## config.mk

```make
export PLATFORM = sky130hd
export DESIGN_NAME = conv2d_stream_engine
export DESIGN_NICKNAME = d
export VERILOG_FILES = /design/src/rtl/conv2d_stream_engine.sv
export SDC_FILE = /design/constraint.sdc
export NUM_CORES = 2
export LEC_CHECK = 0
export CORE_MARGIN = 4
export CORE_UTILIZATION = 55
export DETAILED_ROUTE_END_ITERATION = 6
export GPL_ROUTABILITY_DRIVEN = 0
export PLACE_DENSITY_LB_ADDON = 0.08
export SYNTH_ARGS = -nofsm -noshare
export SYNTH_HDL_FRONTEND = slang
export SYNTH_SLANG_ARGS = --single-unit
```

## constraint.sdc

```tcl
create_clock -name clk -period 9.9 [get_ports clk]
set_input_delay 1.98 -clock clk [delete_from_list [all_inputs] [get_ports clk]]
set_output_delay 1.98 -clock clk [all_outputs]
set_load 0.01 [all_outputs]
```

## src/rtl/conv2d_stream_engine.sv

```systemverilog
// conv2d_stream_engine: valid-mode 2D convolution, one MAC tap per cycle.
// Image/kernel on 1-cycle-latency read ports, results on a write port.
module conv2d_stream_engine #(
    parameter int IMG_H  = 8,
    parameter int IMG_W  = 8,
    parameter int K      = 2,
    parameter int DATA_W = 32,
    parameter int SHIFT  = 0
) (
    input  logic                                     clk,
    input  logic                                     rst,
    input  logic                                     tstart,
    input  logic                                     relu_en,
    output logic [$clog2(IMG_H*IMG_W)-1:0]           img_addr,
    output logic                                     img_rd_en,
    input  logic [DATA_W-1:0]                        img_rd_data,
    output logic [((K*K > 1) ? $clog2(K*K) : 1)-1:0] ker_addr,
    output logic                                     ker_rd_en,
    input  logic [DATA_W-1:0]                        ker_rd_data,
    output logic [$clog2(IMG_H*IMG_W)-1:0]           out_addr,
    output logic                                     out_wr_en,
    output logic [DATA_W-1:0]                        out_wr_data,
    output logic                                     busy,
    output logic                                     done
);
    localparam int OUT_H  = IMG_H - K + 1;
    localparam int OUT_W  = IMG_W - K + 1;
    localparam int IMG_AW = $clog2(IMG_H*IMG_W);
    localparam int KER_AW = (K*K > 1) ? $clog2(K*K) : 1;
    localparam int PW     = 2*DATA_W;
    localparam int ACC_W  = PW + KER_AW;

    localparam logic [IMG_AW-1:0] K_M1     = IMG_AW'(K - 1);
    localparam logic [IMG_AW-1:0] OW_M1    = IMG_AW'(OUT_W - 1);
    localparam logic [IMG_AW-1:0] OH_M1    = IMG_AW'(OUT_H - 1);
    localparam logic [IMG_AW-1:0] A_ONE    = IMG_AW'(1);
    localparam logic [IMG_AW-1:0] ROW_STEP = IMG_AW'(IMG_W - K + 1);
    localparam logic [IMG_AW-1:0] PIX_STEP = IMG_AW'(K);
    localparam logic [KER_AW-1:0] K_ONE    = KER_AW'(1);

    typedef enum logic [1:0] {IDLE, ISSUE, DRAIN, FIN} state_t;

    state_t state, state_n;
    logic [1:0] drain_cnt;
    logic       relu_q;
    logic       issue;

    logic [IMG_AW-1:0] kx, ky, ox, oy;
    logic [IMG_AW-1:0] tap_off, pix_base;
    logic [KER_AW-1:0] ker_a;
    logic last_kx, last_ky, last_tap, last_ox, last_oy, last_pix;

    logic              s1_v, s1_first, s1_last;
    logic [IMG_AW-1:0] s1_addr;
    logic              s2_v, s2_first, s2_last;
    logic [IMG_AW-1:0] s2_addr;

    logic signed [PW-1:0]    img_x, ker_x, prod;
    logic signed [ACC_W-1:0] acc, prod_ext, sum, scaled, res;

    assign last_kx  = (kx == K_M1);
    assign last_ky  = (ky == K_M1);
    assign last_tap = last_kx && last_ky;
    assign last_ox  = (ox == OW_M1);
    assign last_oy  = (oy == OH_M1);
    assign last_pix = last_tap && last_ox && last_oy;

    assign img_addr  = pix_base + tap_off;
    assign ker_addr  = ker_a;
    assign img_rd_en = issue;
    assign ker_rd_en = issue;

    always_ff @(posedge clk or posedge rst) begin
        if (rst) begin
            state     <= IDLE;
            drain_cnt <= '0;
            relu_q    <= 1'b0;
        end else begin
            state <= state_n;
            if (state == DRAIN) drain_cnt <= drain_cnt + 2'd1;
            else                drain_cnt <= '0;
            if (state == IDLE && tstart) relu_q <= relu_en;
        end
    end

    always_comb begin
        state_n = state;
        issue   = 1'b0;
        busy    = 1'b0;
        done    = 1'b0;
        unique case (state)
            IDLE: if (tstart) state_n = ISSUE;
            ISSUE: begin
                issue = 1'b1;
                busy  = 1'b1;
                if (last_pix) state_n = DRAIN;
            end
            DRAIN: begin
                busy = 1'b1;
                if (drain_cnt == 2'd2) state_n = FIN;
            end
            FIN: begin
                busy    = 1'b1;
                done    = 1'b1;
                state_n = IDLE;
            end
            default: state_n = IDLE;
        endcase
    end

    // Tap walk; every counter wraps to zero after the final tap.
    always_ff @(posedge clk or posedge rst) begin
        if (rst) begin
            kx       <= '0;
            ky       <= '0;
            ox       <= '0;
            oy       <= '0;
            tap_off  <= '0;
            pix_base <= '0;
            ker_a    <= '0;
        end else if (issue) begin
            ker_a <= last_tap ? '0 : ker_a + K_ONE;
            if (!last_kx) begin
                kx      <= kx + A_ONE;
                tap_off <= tap_off + A_ONE;
            end else if (!last_ky) begin
                kx      <= '0;
                ky      <= ky + A_ONE;
                tap_off <= tap_off + ROW_STEP;
            end else begin
                kx      <= '0;
                ky      <= '0;
                tap_off <= '0;
                if (!last_ox) begin
                    ox       <= ox + A_ONE;
                    pix_base <= pix_base + A_ONE;
                end else if (!last_oy) begin
                    ox       <= '0;
                    oy       <= oy + A_ONE;
                    pix_base <= pix_base + PIX_STEP;
                end else begin
                    ox       <= '0;
                    oy       <= '0;
                    pix_base <= '0;
                end
            end
        end
    end

    assign img_x = {{DATA_W{img_rd_data[DATA_W-1]}}, img_rd_data};
    assign ker_x = {{DATA_W{ker_rd_data[DATA_W-1]}}, ker_rd_data};

    always_comb begin
        prod_ext = {{KER_AW{prod[PW-1]}}, prod};
        sum      = s2_first ? prod_ext : acc + prod_ext;
        scaled   = sum >>> SHIFT;
        res      = (relu_q && scaled[ACC_W-1]) ? '0 : scaled;
    end

    always_ff @(posedge clk or posedge rst) begin
        if (rst) begin
            s1_v        <= 1'b0;
            s1_first    <= 1'b0;
            s1_last     <= 1'b0;
            s1_addr     <= '0;
            s2_v        <= 1'b0;
            s2_first    <= 1'b0;
            s2_last     <= 1'b0;
            s2_addr     <= '0;
            prod        <= '0;
            acc         <= '0;
            out_wr_en   <= 1'b0;
            out_addr    <= '0;
            out_wr_data <= '0;
        end else begin
            s1_v     <= issue;
            s1_first <= (kx == '0) && (ky == '0);
            s1_last  <= last_tap;
            s1_addr  <= pix_base;
            s2_v     <= s1_v;
            s2_first <= s1_first;
            s2_last  <= s1_last;
            s2_addr  <= s1_addr;
            prod     <= img_x * ker_x;
            if (s2_v) acc <= sum;
            out_wr_en <= s2_v && s2_last;
            if (s2_v && s2_last) begin
                out_addr    <= s2_addr;
                out_wr_data <= res[DATA_W-1:0];
            end
        end
    end
endmodule
```

==> flow_summary.json <==
{
  "regArea_sq_um": 5760,
  "synth_edf_count": 0,
  "final_antenna_net_count": 0,
  "post_cts_buffers": 0,
  "setup_viol": 0,
  "h-tree-depth": 1,
  "via_count": 34900,
  "port_buffers": 118,
  "core-area_sq_um": 88400,
  "synth_nets": 6645,
  "cp-start-kind": "input pin",
  "finalCritPeriodShare": 0.950,
  "fin_crit_ns": 9.40,
  "netlist-cell-type-count": 91,
  "drt-total-wl_mm": 119,
  "wl_per_cell_um": 18.7,
  "hpwl_mm": 98.2,
  "hold_path_class": "reg2reg",
  "insertion_delay_ns": 0.52,
  "drtIter0Drc": 1795,
  "synth_async_sr_flop_share": 1.00,
  "slew_viol_final": 0,
  "drc": 0,
  "grt_antenna_before_repair": 2,
  "fin_tns_setup_ns": 0,
  "cts-root-buf": "clkbuf_16",
  "yosys_warnings": 0,
  "grt_pass1_wl_mm": 200,
  "worst_ep_required_time_ns": 10.34,
  "cts-resized-gates": 0,
  "rows": 109,
  "netlist_top_cells_count": "1,084 x fa_1, 1,031 x inv_1, 636 x nand2_1",
  "cts_buffers": 23,
  "pin_count": 119,
  "status": "finished, final reports clean",
  "synthFlopType": "dfrtp_1",
  "fin_skew_ns": 0.0156,
  "firstDrtPassIters": 7,
  "cts_tree": "yes",
  "fill_cells": 7781,
  "holdBufCountCts": 0,
  "worst_slew_pin_slew_ns": 0.857,
  "initial_utilization": 0.555,
  "nets": 6640,
  "ys_top_cells_by_area": "fa_1 44%, dfrtp_1 12%, inv_1 7.9%",
  "grt_use_total": 0.264,
  "syn_to_final_growth_pct": 8.01,
  "drv_cap": 0,
  "grt_max_degree": 106,
  "ys_ff_latch": 230,
  "fmax_mhz": 106,
  "hold_violations": 0,
  "grt-ovfl-total": 0,
  "die_h_um": 307,
  "avgSynthCellArea_sq_um": 9.40,
  "grt_pass1_vias": 37400,
  "maxSlewHeadroom": 0.429,
  "dieArea_sq_um": 94000,
  "worstSetupPathType": "in2reg",
  "crit_arrival_ns": 9.84,
  "synth_top_cell_by_area": "fa_1",
  "rsz0062_at_grt": "no",
  "yosysMostFrequentCell": "fa_1",
  "multi_input_area_sq_um": 38300,
  "clockBufferDepth": 3,
  "holdWs_ns": 0.355,
  "syn-cell-area_sq_um": 49100,
  "ys_seq_area_frac": 0.117,
  "worstSetupEndpointType": "flop",
  "cts_sinks": 230,
  "chipWidth_um": 307,
  "clk_pin_slew_worst_paths_ns": 0.06,
  "yosysTopAreaCellShare": 0.442,
  "crit_fanout": 32,
  "viasPerCell": 5.46,
  "synthCells": 5219,
  "final_layout_size_suffix_gt1_frac": 0.0471
}
per-stage QoR:
stage,cells,util,setup WS (ns),area [sq um]
floorplan,5219,-,0.348,49100
global placement,6354,0.591,0.0560,52200
detailed placement,6354,0.591,0.0177,52200
CTS,6393,0.600,0.505,53000
global route,6393,0.600,0.112,53000
finish,6394,0.600,0.497,53000
layer usage:
| metal | global-route usage | wire length (um) |
|---|---|---|
| met1 | 0.346 | 48000 |
| met2 | 0.470 | 62100 |
| met3 | 0.0259 | 4960 |
| met4 | 0.0773 | 4280 |
| met5 | 0 | 0 |
worst paths after layout:
check / startpoint / end / slack [ns] / cells past startpoint
worst max-delay path: img_rd_data[31] / prod[62] / 0.50 / 23
worst min-delay path: s1_first / s2_first / 0.36 / 0
worst max register to register: prod[28] / out_wr_data[9] / 5.85 / 13
worst min register to register: s1_first / s2_first / 0.36 / 0
max in group asynchronous: rst / s2_first / 6.53 / 3
min in group asynchronous: rst / out_wr_data[5] / 1.96 / 2
flip-flops by register name, summed over array words and instances, names as in the netlist, 2 cells and up:
name,cells
acc,66
prod,64
out_wr_data,32
kx,6
ky,6
out_addr,6
ox,6
oy,6
pix_base,6
s1_addr,6
s2_addr,6
tap_off,6
drain_cnt,2
ker_addr,2
state,2
critical path: stages:
cell	delay, ns
clkdlybuf4s50_1	0.50
buf_12	0.20
nand2_1	0.12
fa_1	0.55
fa_1	0.59
inv_1	0.07
fa_1	0.75
fa_1	0.51
fa_1	0.49
fa_1	0.56
fa_1	0.43
fa_1	0.47
ha_1	0.35
and3_1	0.24
a221o_1	0.32
a221oi_1	0.31
nand4b_1	0.14
a31oi_1	0.35
o31ai_1	0.17
buf_4	0.17
and3_1	0.19
a31oi_1	0.20
xnor2_1	0.14
cell type report:
cell class | count | share of cell area
Clock inverter | 10 | 0.00229
Clock buffer | 29 | 0.0120
Antenna cell | 1 | 0.0000472
Tap cell | 1165 | 0.0275
Multi-Input combinational cell | 3689 | 0.724
Timing Repair Buffer | 239 | 0.0524
Inverter | 1031 | 0.0732
Sequential cell | 230 | 0.109
cell usage in the layout (no fill, tap or decap), types with 6 or more instances in the layout:
cell | netlist | layout
fa_1 | 1084 | 1084
inv_1 | 1031 | 1029
nand2_1 | 636 | 636
and2_1 | 514 | 514
ha_1 | 274 | 274
dfrtp_1 | 230 | 228
a21oi_1 | 224 | 224
nor2_1 | 223 | 223
clkdlybuf4s50_1 | 0 | 118
xnor2_1 | 100 | 100
a21o_1 | 86 | 86
o21ai_0 | 85 | 85
buf_4 | 2 | 66
buf_12 | 0 | 55
xor2_1 | 50 | 50
nand4_1 | 39 | 39
a211oi_2 | 28 | 28
nand3_1 | 27 | 27
nand2b_1 | 25 | 25
nor3_1 | 23 | 23
o21bai_1 | 23 | 23
clkbuf_16 | 0 | 23
a31oi_1 | 20 | 20
o21ai_1 | 18 | 18
nor2b_1 | 17 | 17
mux2i_1 | 16 | 16
and3_1 | 14 | 14
a211oi_1 | 14 | 14
o31ai_1 | 11 | 11
mux2_2 | 9 | 9
o21a_1 | 9 | 9
a21oi_2 | 7 | 7
a21boi_0 | 6 | 6
cell families after synthesis:
kind of cell,share of synthesized area
AO/OA/AOI/OAI,0.0837
XOR/XNOR,0.0268
adder cells (fa/ha/maj),0.512
buffers and inverters,0.101
flip-flops,0.117
multiplexers,0.00533
AND/OR/NAND/NOR,0.154
Power is left out: the tool's default activity adds up to more than one toggle a clock period on the data nets, which glitch-free logic cannot reach.
